### config.mk
export PLATFORM = sky130hd
export DESIGN_NAME = irq_ctrl
export DESIGN_NICKNAME = d
export VERILOG_FILES = /design/src/rtl/irq_ctrl.sv
export SDC_FILE = /design/constraint.sdc
export NUM_CORES = 1
export LEC_CHECK = 0
export BUFFER_PORTS_ARGS = -buffer_cell sky130_fd_sc_hd__buf_4
export CAP_MARGIN = 15
export CORE_ASPECT_RATIO = 0.75
export CORE_MARGIN = 10
export CORE_UTILIZATION = 50
export CTS_CLUSTER_DIAMETER = 200
export DETAILED_ROUTE_END_ITERATION = 8
export PLACE_DENSITY = 0.89
export SKIP_LAST_GASP = 1
export SLEW_MARGIN = 20
export SYNTH_ARGS = -nofsm -noshare
export SYNTH_HDL_FRONTEND = slang
export SYNTH_SLANG_ARGS = --single-unit
### constraint.sdc
create_clock -name clk -period 4.65 [get_ports clk]
set_input_delay 0.465 -clock clk [delete_from_list [all_inputs] [get_ports clk]]
set_output_delay 0.465 -clock clk [all_outputs]
set_load 0.005 [all_outputs]
### src/rtl/irq_ctrl.sv
// irq_ctrl: programmable interrupt controller on the system bridge.
// Latches peripheral requests into PEND, masks them, raises the CPU
// interrupt for the highest-priority (lowest index) eligible source and
// sequences each interrupt as raise -> claim -> end-of-interrupt.
// Ports:
//   clk, reset     system clock, asynchronous active-high reset
//   src[N_SRC]     raw interrupt requests, synchronous to clk
//   sel, we        bridge slave select and write enable
//   addr[4]        byte offset, [3:2] selects PEND/MASK/EDGE/CLAIM
//   wdata[32]      write data
//   rdata[32]      combinational read data
//   irq            registered interrupt request to the CPU
//   hwint[N_SRC]   registered one-hot of the raised or serviced source
module irq_ctrl #(
  parameter int unsigned N_SRC = 6
) (
  input  logic             clk,
  input  logic             reset,
  input  logic [N_SRC-1:0] src,
  input  logic             sel,
  input  logic             we,
  input  logic [3:0]       addr,
  input  logic [31:0]      wdata,
  output logic [31:0]      rdata,
  output logic             irq,
  output logic [N_SRC-1:0] hwint
);

  localparam int unsigned IDW = 4;

  localparam logic [1:0] A_PEND  = 2'd0;
  localparam logic [1:0] A_MASK  = 2'd1;
  localparam logic [1:0] A_EDGE  = 2'd2;
  localparam logic [1:0] A_CLAIM = 2'd3;

  typedef enum logic [1:0] {IDLE, ASSERT, INSVC} state_t;

  state_t           state;
  logic [N_SRC-1:0] pend;
  logic [N_SRC-1:0] mask;
  logic [N_SRC-1:0] edge_sel;
  logic [N_SRC-1:0] s_q;
  logic [IDW-1:0]   svc_id;

  logic [N_SRC-1:0] elig;
  logic [N_SRC-1:0] best_oh;
  logic [N_SRC-1:0] set_vec;
  logic [N_SRC-1:0] clr_vec;
  logic [N_SRC-1:0] pend_nxt;
  logic [IDW-1:0]   best;
  logic             any_elig;
  logic             claim_ok;
  logic             claim;
  logic             eoi;
  logic             wr_pend;
  logic             wr_mask;
  logic             wr_edge;
  logic             unused_bits;

  assign elig     = pend & mask;
  assign any_elig = |elig;

  // Lowest set index of elig wins; scanning downward leaves the lowest last.
  always_comb begin
    best = '0;
    for (int i = int'(N_SRC) - 1; i >= 0; i--) begin
      if (elig[i]) best = IDW'(i);
    end
  end

  assign best_oh = N_SRC'(any_elig) << best;

  // A claim is only meaningful while something is actually eligible.
  assign claim_ok = (state == ASSERT) && any_elig;
  assign claim    = sel && !we && (addr[3:2] == A_CLAIM) && claim_ok;
  assign eoi      = sel && we && (addr[3:2] == A_CLAIM) && (state == INSVC) &&
                    (wdata[IDW-1:0] == svc_id);
  assign wr_pend  = sel && we && (addr[3:2] == A_PEND);
  assign wr_mask  = sel && we && (addr[3:2] == A_MASK);
  assign wr_edge  = sel && we && (addr[3:2] == A_EDGE);

  // New requests are OR-ed in last so they win over W1C and claim clears.
  assign set_vec  = (edge_sel & src & ~s_q) | (~edge_sel & src);
  assign clr_vec  = (wr_pend ? wdata[N_SRC-1:0] : '0) | (claim ? best_oh : '0);
  assign pend_nxt = (pend & ~clr_vec) | set_vec;

  // Register read mux.
  always_comb begin
    rdata = '0;
    case (addr[3:2])
      A_PEND:  rdata = 32'(pend);
      A_MASK:  rdata = 32'(mask);
      A_EDGE:  rdata = 32'(edge_sel);
      A_CLAIM: rdata = claim_ok ? {1'b1, 27'b0, best} : 32'h0;
      default: rdata = '0;
    endcase
  end

  assign unused_bits = ^{addr[1:0], wdata};

  // Registers and raise/claim/EOI sequencer.
  always_ff @(posedge clk or posedge reset) begin
    if (reset) begin
      state    <= IDLE;
      pend     <= '0;
      mask     <= '0;
      edge_sel <= '0;
      s_q      <= '0;
      svc_id   <= '0;
      irq      <= 1'b0;
      hwint    <= '0;
    end else begin
      pend <= pend_nxt;
      s_q  <= src;
      if (wr_mask) mask     <= wdata[N_SRC-1:0];
      if (wr_edge) edge_sel <= wdata[N_SRC-1:0];
      case (state)
        IDLE: begin
          if (any_elig) begin
            state <= ASSERT;
            irq   <= 1'b1;
            hwint <= best_oh;
          end
        end
        ASSERT: begin
          if (claim) begin
            state  <= INSVC;
            svc_id <= best;
            irq    <= 1'b0;
            hwint  <= best_oh;
          end else if (!any_elig) begin
            state <= IDLE;
            irq   <= 1'b0;
            hwint <= '0;
          end else begin
            // Follow the current winner so a higher priority preempts.
            hwint <= best_oh;
          end
        end
        INSVC: begin
          irq <= 1'b0;
          if (eoi) begin
            state <= IDLE;
            hwint <= '0;
          end
        end
        default: begin
          state <= IDLE;
          irq   <= 1'b0;
          hwint <= '0;
        end
      endcase
    end
  end

endmodule

==> results of run 1 <==
[cells in the final DEF, fill, tap and decap left out, types with 2 or more instances in the layout]
cell / n
o21ai_0: 4
a21oi_1: 3
nor3_1: 5
dfrtp_1: 36
nor2b_1: 3
inv_1: 4
a22oi_1: 2
mux2_2: 13
mux2i_1: 3
nand3b_1: 2
a22o_1: 2
a221oi_1: 2
a31oi_1: 2
nor2_1: 7
a32o_1: 9
conb_1: 25
buf_4: 32
nand3_1: 7
nand2_1: 30
a21o_1: 2
clkbuf_8: 5
xnor2_1: 3
[cell type report]
| cell class | instances | area share |
|---|---|---|
| clock buffers | 6 | 0.03326 |
| clock inverters | 2 | 0.01606 |
| inverters | 4 | 0.006881 |
| multi-input cells | 138 | 0.3911 |
| flip-flops and latches | 36 | 0.4128 |
| well taps | 52 | 0.02982 |
| repair buffers | 32 | 0.1101 |
[power breakdown]
part           switching [mW]  internal, mW  total, mW
Combinational           0.109         0.113      0.222
Sequential             0.0526         0.368      0.421
Clock                   0.114         0.159      0.273
Total                   0.275         0.640      0.915
[per-layer routing]
metal	global-route usage	wire (um)	vias to the layer above
met4	0.04679	46	0
met3	0.04933	445	5
met5	0	0	-
met1	0.1829	1977	751
li1	-	-	680
met2	0.2322	2263	84
[worst reg2reg max path: cells and delay by family (launching register included)]
kind          cells  cell delay (ns)
mux               1             0.33
flops             1             0.49
simple gates      3             1.10
[worst paths after layout]
| kind | startpoint | end | slack, ns | cells after the start |
|---|---|---|---|---|
| setup / recovery | mask[1]$_DFFE_PP0P_ | rdata[0] | 2.08 | 6 |
| hold / removal | reset | s_q[2]$_DFF_PP0_ | 0.27 | 3 |
| setup reg to reg | state[1]$_DFFE_PP0P_ | svc_id[0]$_DFFE_PP0P_ | 2.62 | 4 |
| hold reg to reg | hwint[4]$_DFFE_PP0P_ | hwint[4]$_DFFE_PP0P_ | 0.48 | 1 |
| max in group asynchronous | reset | svc_id[2]$_DFFE_PP0P_ | 4.06 | 3 |
| min in group clk | src[5] | s_q[5]$_DFF_PP0_ | 0.29 | 1 |
[cells by family after synthesis]
group,synth area share
XOR/XNOR,0.01396
other,0.001991
flip-flops,0.4784
AO/OA/AOI/OAI,0.1375
multiplexers,0.09369
buffers and inverters,0.1163
AND/OR/NAND/NOR,0.1581
[state kept, by name, summed over array words and instances, names as in the netlist]
signal and cells:
hwint 6, state 2, edge_sel 6, irq 1, svc_id 3, s_q 6
pend 6, mask 6
[through the flow]
stage / worst slack (ns) / area (um^2) / hold WS [ns]
6_report: 2.080 / 2182 / 0.2674
5_1_grt: 1.952 / 2182 / 0.2768
4_1_cts: 2.104 / 2182 / 0.2810
3_5_place_dp: 2.469 / 2074 / 0.4681
3_3_place_gp: 2.492 / 2074 / 0.4652
2_1_floorplan: 2.904 / 1973 / 0.4704
==> impl_results.md, run 1 <==
* Final net count at 263
* Post-CTS Resized at 0
* # fillers at 340
* Worst vdd ir at 0.2808 mV
* Top_reg_cell synth: dfrtp_1
* Max Cap Viol at 0
* Max_slew headroom at 0.3214
* Clk_lat worst skew at 0.29 ns
* Routed wire length at 4.732 mm
* Fmax at 0.3892 GHz
* 1st-pass router iterations at 5
* Crit-path max cell delay at 0.46 ns
* Synth area leader: dfrtp_1
* Die area at 6646 um^2
* Die X at 90.86 um
* Critical path type: flop to output port
* Port-buffer cells at 31
* Seq cells post-synth at 36
* Worst setup EP type: output port
* Final Hold Violating Endpoints at 0
* CTS root buf: clkbuf_8
* First-pass GRT wire length at 7.824 mm
* CTS tree: yes
* Final setup viols at 0
* Worst hold path class: primary input to asynchronous set/reset pin
* Num CTS Buffers at 5
* Area of the multi-input gates at 853.3 um^2
* Max H-tree Level at 2
* Finished Layout Cells at 270
* Initial antenna violation count at 0
* Die span in y at 73.15 um
* Most frequent cell after synthesis: dfrtp_1
* GPL Wtd Cong at 0.9424
* DR vias at 1,520
* CTS Hold Bufs at 0
* Critical path data arrival time at 2.10 ns
* GRT overflow at 0
* Period Utilization, post-route at 0.5526
* Diode count at 0
* Reg area at 900.9 um^2
* Synthesized area at 1883 um^2
* Placed cells at 262
* Maximum fanout along the worst path at 6
* CP Data Required Time at 4.18 ns
* Io pins at 85
* Yosys warns at 0
* Synth async-reset ratio at 1.000
* Layout Area Growth over Synthesis at 15.88%
* Top post-synthesis cells by area: dfrtp_1, buf_4, mux2_2
* Setup total negative slack at 0 ns
* Power Density at 419.5 nW/um^2
* Total power at 0.9154 mW
* Worst path slowest cell: a31oi_1
* Pin count of the biggest net entering global routing at 37
* Vias in the first global route at 1,565
* Crit path cell chain: nand2_1 > a32o_1 > a31oi_1 > a221oi_1 > nor2_1 > buf_4
* Final core utilization at 0.5999
* Core Area at 3637 um^2
* Clk_skew at 0.007484 ns
* CTS Buffer Depth at 2
* Gr usage total at 0.1457
* # DRC at 0
* Clock sink total at 36
* Area share of the largest cell type after synthesis at 0.4784
* Number of synthesized flops with an enable pin at 0
* Syn Inst Count at 183
* Most common library cells after synthesis: dfrtp_1, nand2_1, buf_4
* Wirelength per Cell at 17.53 um
* Outcome: complete, no violations
* Cell family with most CP delay: compound AO/OA/AOI/OAI gates
* Unique cell type count in the Yosys netlist at 37
* Dpl hpwl at 3.623 mm
* Clk slew on worst S/H paths at 0.07 ns
* RSZ-0062 raised after global routing: no
* Number of vias per cell at 5.630
* Drt initial violations at 192
* Post-route minimum period at 2.570 ns
* Row count at 19
* WP buf/inv at 1
* Synthesized area per cell at 10.29 um^2
* Share of layout cells above drive strength 1 at 0.2477
* DRT antenna net count at 0
* Initial Util at 0.5177
* Sequential area share after synthesis at 0.4784
* Leak at 1.006 nW
* Slew @ Worst Pin at 1.010 ns
* Max-slew violations at 0
* Startpoint types: flop
* Postcts setup bufs at 0
Note: power is estimated with default switching activity, not from simulation.
==> run 2, diff against run 1 <==
--- a/config.mk
+++ b/config.mk
@@ -5,14 +5,15 @@
 export SDC_FILE = /design/constraint.sdc
 export NUM_CORES = 1
 export LEC_CHECK = 0
+export ABC_AREA = 1
 export BUFFER_PORTS_ARGS = -buffer_cell sky130_fd_sc_hd__buf_4
 export CAP_MARGIN = 15
 export CORE_ASPECT_RATIO = 0.75
 export CORE_MARGIN = 10
-export CORE_UTILIZATION = 50
+export CORE_UTILIZATION = 48
 export CTS_CLUSTER_DIAMETER = 200
 export DETAILED_ROUTE_END_ITERATION = 8
-export PLACE_DENSITY = 0.89
+export PLACE_DENSITY = 0.85
 export SKIP_LAST_GASP = 1
 export SLEW_MARGIN = 20
 export SYNTH_ARGS = -nofsm -noshare
==> constraint.sdc (replaced) <==
create_clock -name clk -period 2.59 [get_ports clk]
set_input_delay 0.259 -clock clk [delete_from_list [all_inputs] [get_ports clk]]
set_output_delay 0.259 -clock clk [all_outputs]
set_load 0.005 [all_outputs]
==> impl_results.md, run 2 <==
* Syn Inst Count at 250 (+37%)
* Most frequent cells in the layout: nand2_1, dfrtp_1, buf_4, conb_1, inv_1
* GRT overflow at 0 (unchanged)
* Die X at 95.68 um (+5.3%)
* Power share of the sequential group at 0.442 (-0.018)
* Dpl hpwl at 3.689 mm (+1.8%)
* Clk pwr share at 0.245 (-0.053)
* Top_reg_cell synth: dfrtp_1
* Diode count at 0 (unchanged)
* Clk slew on worst S/H paths at 0.07 ns (about the same)
* Largest family of logic cells by synthesized area: simple AND/OR/NAND/NOR gates
* Synthesized area per cell at 8.248 um^2 (-20%)
* Compound-Gate Fraction of Synth Area at 0.1165 (-0.02104)
* Synthesized area at 2062 um^2 (+9.5%)
* Clock sink total at 36 (unchanged)
* Total internal power at 1.088 mW (+70%)
* Postcts setup bufs at 0 (unchanged)
* Yosys warns at 0 (unchanged)
* XOR/XNOR share of the synthesized area at 0 (-0.01395)
* Core Area at 4104 um^2 (+13%)
* # DRC at 0 (unchanged)
* Seq cells post-synth at 36 (unchanged)
* Switching Share at 0.3493 (+0.04843)
* Leak at 1.215 nW (+21%)
* Area share of the largest cell type after synthesis at 0.4369 (-0.04151)
* Unique cell type count in the Yosys netlist at 22 (-41%)
* Most frequent cell after synthesis: nand2_1
* Initial antenna violation count at 0 (unchanged)
* Gr usage total at 0.1290 (-0.01663)
* Startpoint types: flop
* Number of synthesized flops with an enable pin at 0 (unchanged)
* Initial Util at 0.5024 (-0.01528)
* Final Hold Violating Endpoints at 0 (unchanged)
* DRT antenna net count at 0 (unchanged)
* Row count at 20 (+1)
* Die area at 7344 um^2 (+11%)
* Critical path data arrival time at 1.66 ns (-0.44 ns)
* Worst reg2reg setup slack at 1.14 ns (-1.48 ns)
* First-pass GRT wire length at 7.583 mm (-3.1%)
* Post-synthesis simple-gate area fraction at 0.2967 (+0.1386)
* CTS tree: yes
* Max-slew violations at 0 (unchanged)
* Io pins at 85 (unchanged)
* Sequential area share after synthesis at 0.4369 (-0.04151)
* RSZ-0062 raised after global routing: no
* CTS root buf: clkbuf_8
* Vias in the first global route at 1,563 (-0.13%)
* Cells on worst reg2reg path at 8 (+4)
* Final setup viols at 0 (unchanged)
* Post-Synth Adder-Cell Area at 0 (unchanged)
* R2r endpoint: pend[5]$_DFF_PP0_
* Critical path endpoint: rdata[2]
* Routed wire length at 4.628 mm (-2.2%)
* Wirelength per Cell at 13.53 um (-23%)
* Layout Area Growth over Synthesis at 13.53%
* Multiplexer share of the synthesized area at 0 (-0.09369)
* Power Density at 714.3 nW/um^2 (+70%)
* Switching pwr at 0.5842 mW (+110%)
* Post-CTS Resized at 0 (unchanged)
* CTS Hold Bufs at 0 (unchanged)
* Crit path from: pend[0]$_DFF_PP0_
* GPL Wtd Cong at 0.9190 (-2.5%)
* Synth async-reset ratio at 1.000 (unchanged)
* Final net count at 332 (+26%)
* Top post-synthesis cells by area: dfrtp_1, nand2_1, buf_4
* Clk_skew at 0.004515 ns (-0.002969 ns)
* CTS Buffer Depth at 2 (unchanged)
* Pin count of the biggest net entering global routing at 37 (unchanged)
* Total power at 1.672 mW (+83%)
* Die span in y at 76.76 um (+4.9%)
* Share of layout cells above drive strength 1 at 0.2648 (+0.01710)
* Max H-tree Level at 2 (unchanged)
* Worst r2r src: pend[0]$_DFF_PP0_
* Clk_lat worst skew at 0.29 ns (about the same)
* DR vias at 1,617 (+6.4%)
* Comb power frac at 0.313 (+0.071)
* Post-route minimum period at 1.921 ns
* CP Data Required Time at 2.33 ns (-1.85 ns)
* Cell area after placement at 2251 um^2 (+8.5%)
* Setup total negative slack at 0 ns (unchanged)
* Most common cell after layout, fill and taps aside: nand2_1
* Placed cells at 334 (+27%)
* Number of vias per cell at 4.728 (-16%)
* Finished Cell Area at 2341 um^2 (+7.3%)
* Period Utilization, post-route at 0.7418
* Num CTS Buffers at 5 (unchanged)
* Final core utilization at 0.5704 (-0.02950)
* Port-buffer cells at 31 (unchanged)
* Outcome: complete, no violations
* Worst vdd ir at 0.3940 mV (+40%)
* Synth area leader: dfrtp_1
* Worst setup EP type: output port
* Max Cap Viol at 0 (unchanged)
* Drt initial violations at 80 (-58%)
* Maximum fanout along the worst path at 8 (+2)
* Fmax at 0.5205 GHz
* Finished Layout Cells at 342 (+27%)
* Worst hold path class: primary input to asynchronous set/reset pin
* Most common library cells after synthesis: nand2_1, dfrtp_1, buf_4
* 1st-pass router iterations at 4 (-1)
* Critical path type: flop to output port
run 2: per-layer routing:
| layer | vias to the layer above | global-route usage | share of wire |
|---|---|---|---|
| met3 | 4 | 0.05447 | 0.10 |
| met4 | 0 | 0.02941 | 0.0078 |
| li1 | 813 | - | - |
| met2 | 48 | 0.1892 | 0.45 |
| met1 | 752 | 0.1706 | 0.44 |
| met5 | - | 0 | 0 |
run 2: cells by family (layout without fill, tap and decap cells):
kind of cell | after synthesis | after routing
flops | 36 | 36
simple gates | 127 | 127
compound gates | 35 | 35
buf+inv | 51 | 64
other cells | 1 | 25
run 2: worst min path at each step:
stage / start / end / slack (ns) / cells past startpoint
3_5_place_dp: src[1] / s_q[1]$_DFF_PP0_ / 0.38 / 1
5_1_grt: src[0] / s_q[0]$_DFF_PP0_ / 0.07 / 1
3_3_place_gp: src[4] / s_q[4]$_DFF_PP0_ / 0.38 / 1
4_1_cts: src[4] / s_q[4]$_DFF_PP0_ / 0.07 / 1
2_1_floorplan: src[0] / s_q[0]$_DFF_PP0_ / 0.29 / 0
6_report: reset / hwint[2]$_DFFE_PP0P_ / 0.07 / 3
run 2: power groups by stage:
stage | combinational, mW | sequential (mW) | clock, mW
floorplan | 0.379 | 0.736 | 0
global placement | 0.513 | 0.744 | 0
detailed placement | 0.523 | 0.749 | 0
CTS | 0.527 | 0.739 | 0.422
global route | 0.599 | 0.753 | 0.445
finish | 0.524 | 0.739 | 0.409
run 2: worst max-delay path, cell delays in order (launching register included):
cell and delay (ns):
dfrtp_1 0.42, nand2_4 0.14, nand2_4 0.07, nor2_4 0.15, nand2_4 0.09, nand2_4 0.10
nor2_2 0.06, nand2_1 0.06, nand4_1 0.11, buf_4 0.17
run 2: per-stage QoR:
stage                     hold WS (ns)  worst slack, ns
after floorplan                 0.2904            1.250
after global placement          0.3779            1.029
after detailed placement        0.3820            1.014
after CTS                      0.06987           0.6837
after global routing           0.06991           0.5653
final                          0.06535           0.6687
run 2: area by class of cell:
cell class                      count  area [um^2]
Sequential cell                    36        900.9
Fill cell                         395         1763
Clock buffer                        8        90.09
Timing Repair Buffer               32        240.2
Multi-Input combinational cell    187        945.9
Inverter                           24        95.09
Tap cell                           55        68.82
==> run 3, diff against run 2 <==
--- a/config.mk
+++ b/config.mk
@@ -5,12 +5,12 @@
 export SDC_FILE = /design/constraint.sdc
 export NUM_CORES = 1
 export LEC_CHECK = 0
-export ABC_AREA = 1
+export ABC_AREA = 0
 export BUFFER_PORTS_ARGS = -buffer_cell sky130_fd_sc_hd__buf_4
 export CAP_MARGIN = 15
 export CORE_ASPECT_RATIO = 0.75
 export CORE_MARGIN = 10
-export CORE_UTILIZATION = 48
+export CORE_UTILIZATION = 47
 export CTS_CLUSTER_DIAMETER = 200
 export DETAILED_ROUTE_END_ITERATION = 8
 export PLACE_DENSITY = 0.85
==> constraint.sdc (replaced) <==
create_clock -name clk -period 1.81 [get_ports clk]
set_input_delay 0.181 -clock clk [delete_from_list [all_inputs] [get_ports clk]]
set_output_delay 0.181 -clock clk [all_outputs]
set_load 0.005 [all_outputs]
==> impl_results.md, run 3 (synthesis results as in run 1) <==
* Worst reg2reg setup slack at 0.09 ns (-1.05 ns)
* First-pass GRT wire length at 8.197 mm (+8.1%)
* R2r endpoint: hwint[5]$_DFFE_PP0P_
* Critical path depth at 6 (-3)
* Worst r2r src: svc_id[1]$_DFFE_PP0P_
* WP buf/inv at 2 (+1)
* Wirelength per Cell at 17.71 um (+31%)
* Maximum fanout along the worst path at 6 (-2)
* Power Density at 978.4 nW/um^2 (+37%)
* CTS root buf: clkbuf_8
* Max-slew violations at 0 (unchanged)
* Max H-tree Level at 2 (unchanged)
* Diode count at 0 (unchanged)
* Row count at 19 (-5.0%)
* Leak at 1.143 nW (-5.9%)
* Startpoint types: flop
* Cell family with most CP delay: compound AO/OA/AOI/OAI gates
* Worst vdd ir at 0.5589 mV (+42%)
* DRT antenna net count at 0 (unchanged)
* Critical path data arrival time at 1.74 ns (+0.08 ns)
* Layout Area Growth over Synthesis at 30.10%
* Switching pwr at 0.7622 mW (+30%)
* Routed wire length at 5.330 mm (+15%)
* Post-route minimum period at 1.921 ns
* Final net count at 295 (-11%)
* Power share of the sequential group at 0.448 (+0.006)
* Io pins at 85 (unchanged)
* # DRC at 0 (unchanged)
* Critical path type: flop to output port
* DR vias at 1,633 (+0.99%)
* RSZ-0062 raised after global routing: yes
* Num CTS Buffers at 5 (unchanged)
* Crit-path max cell delay at 0.45 ns (+0.03 ns)
* Most frequent cells in the layout: buf_4, dfrtp_1, nand2_1, conb_1, mux2_2
* Crit path cell chain: a22oi_2 > buf_4 > a31oi_4 > a221oi_2 > nor2_1 > buf_4
* Initial antenna violation count at 0 (unchanged)
* Clk pwr share at 0.226 (-0.019)
* Die span in y at 74.82 um (-2.5%)
* Switching Share at 0.3180 (-0.03135)
* Most common cell after layout, fill and taps aside: buf_4
* GPL Wtd Cong at 0.9789 (+6.5%)
* CTS tree: yes
* Outcome: finished with violations
* Period Utilization, post-route at 1.061
* Clock sink total at 36 (unchanged)
* Setup WS post-layout at -0.1106 ns (-0.7793 ns)
* Port-buffer cells at 31 (unchanged)
* Min Hold Slack at -0.01807 ns (-0.08342 ns)
* 1st-pass router iterations at 4 (unchanged)
* Pin count of the biggest net entering global routing at 37 (unchanged)
* Number of vias per cell at 5.425 (+15%)
* Clk slew on worst S/H paths at 0.07 ns (about the same)
* CP most frequent cell: buf_4
* Max Cap Viol at 0 (unchanged)
* Clk_skew at 0.004060 ns (-0.0004548 ns)
* Die X at 93.09 um (-2.7%)
* Initial Util at 0.5013 (-0.001107)
* CTS Buffer Depth at 2 (unchanged)
* Clk_lat worst skew at 0.30 ns (about the same)
* Final Hold Violating Endpoints at 16 (+16)
* Die area at 6965 um^2 (-5.2%)
* Crit path from: mask[1]$_DFFE_PP0P_
* Finished Layout Cells at 301 (-12%)
* Fmax at 0.5207 GHz
* Total internal power at 1.635 mW (+50%)
* Drt initial violations at 177 (+120%)
* Core Area at 3756 um^2 (-8.5%)
* Worst hold path class: primary input to asynchronous set/reset pin
* Dpl hpwl at 3.725 mm (+0.98%)
* Comb power frac at 0.326 (+0.013)
* Cells on worst reg2reg path at 5 (-3)
* Worst path slowest cell: dfrtp_2
* Final setup viols at 3 (+3)
* Vias in the first global route at 1,646 (+5.3%)
* CP Data Required Time at 1.63 ns (-0.70 ns)
* Critical path endpoint: rdata[1]
* Share of layout cells above drive strength 1 at 0.3494 (+0.08459)
* Failing checks: negative hold slack, negative setup slack
* Setup total negative slack at -0.2986 ns (-0.2986 ns)
* GRT overflow at 0 (unchanged)
* Gr usage total at 0.1519 (+0.02292)
* Worst setup EP type: output port
* Placed cells at 276 (-17%)
* Final core utilization at 0.6522 (+0.08181)
## run 3: changes by cell type in the layout (fill, tap and decap cells not counted), sizes merged, moves of 6 or more
cell and change:
inv -20, dlygate4sd3 +6, o21ai -29, nand4 -6
buf +26, mux2 +13, nand2 -62, nor2 -10
a32o +9
## run 3: area by class of cell
cell class | count | area [um^2]
repair buffers | 64 | 495.5
well taps | 52 | 65.06
inverters | 4 | 15.01
clock buffers | 6 | 72.57
multi-input cells | 138 | 894.6
flip-flops and latches | 36 | 902.1
clock inverters | 1 | 5.005
fillers | 303 | 1306
## run 3: worst min path at each step
stage | slack [ns] | endpoint | cells after the start | start
2_1_floorplan | 0.21 | s_q[0]$_DFF_PP0_ | 0 | src[0]
3_3_place_gp | 0.30 | s_q[4]$_DFF_PP0_ | 1 | src[4]
3_5_place_dp | 0.30 | s_q[3]$_DFF_PP0_ | 1 | src[3]
4_1_cts | 0.004 | s_q[1]$_DFF_PP0_ | 1 | src[1]
5_1_grt | 0.03 | s_q[4]$_DFF_PP0_ | 3 | reset
6_report | -0.02 | s_q[4]$_DFF_PP0_ | 3 | reset
## run 3: metrics by stage
| stage | total power, mW | cell area [um^2] | worst slack (ns) |
|---|---|---|---|
| 3_5_place_dp | 1.716 | 2180 | 0.03369 |
| 2_1_floorplan | 1.443 | 1973 | 0.2338 |
| 4_1_cts | 2.329 | 2366 | -0.04263 |
| 6_report | 2.397 | 2450 | -0.1106 |
| 5_1_grt | 2.539 | 2450 | -0.1724 |
| 3_3_place_gp | 1.684 | 2180 | 0.1099 |
## run 3: repair_timing
action / 4_1_cts / 5_1_grt
hold endpoints to repair: 3 / 3
hold buffers: 3 / 3
resized for setup: 4 / 5
endpoints found under the setup margin: 3 / 7
setup buffers: 8 / 4
pin swaps: 3 / 7
## run 3: worst min-delay path, delay by kind of cell
kind	cells	cell delay, ns
buffers and inverters	3	0.54
## run 3: power groups by stage
stage | Sequential [mW] | Clock [mW] | Combinational, mW
3_3_place_gp | 1.07 | 0 | 0.612
5_1_grt | 1.09 | 0.602 | 0.846
3_5_place_dp | 1.08 | 0 | 0.637
2_1_floorplan | 1.06 | 0 | 0.385
4_1_cts | 1.07 | 0.551 | 0.712
6_report | 1.07 | 0.541 | 0.781
## run 3: metal layers
metal | vias to the layer above | wire (um) | global-route usage
met1 | 787 | 2111 | 0.1735
met3 | 16 | 562 | 0.07845
li1 | 742 | - | -
met5 | - | 0 | 0
met4 | 0 | 111 | 0.05802
met2 | 88 | 2544 | 0.2405
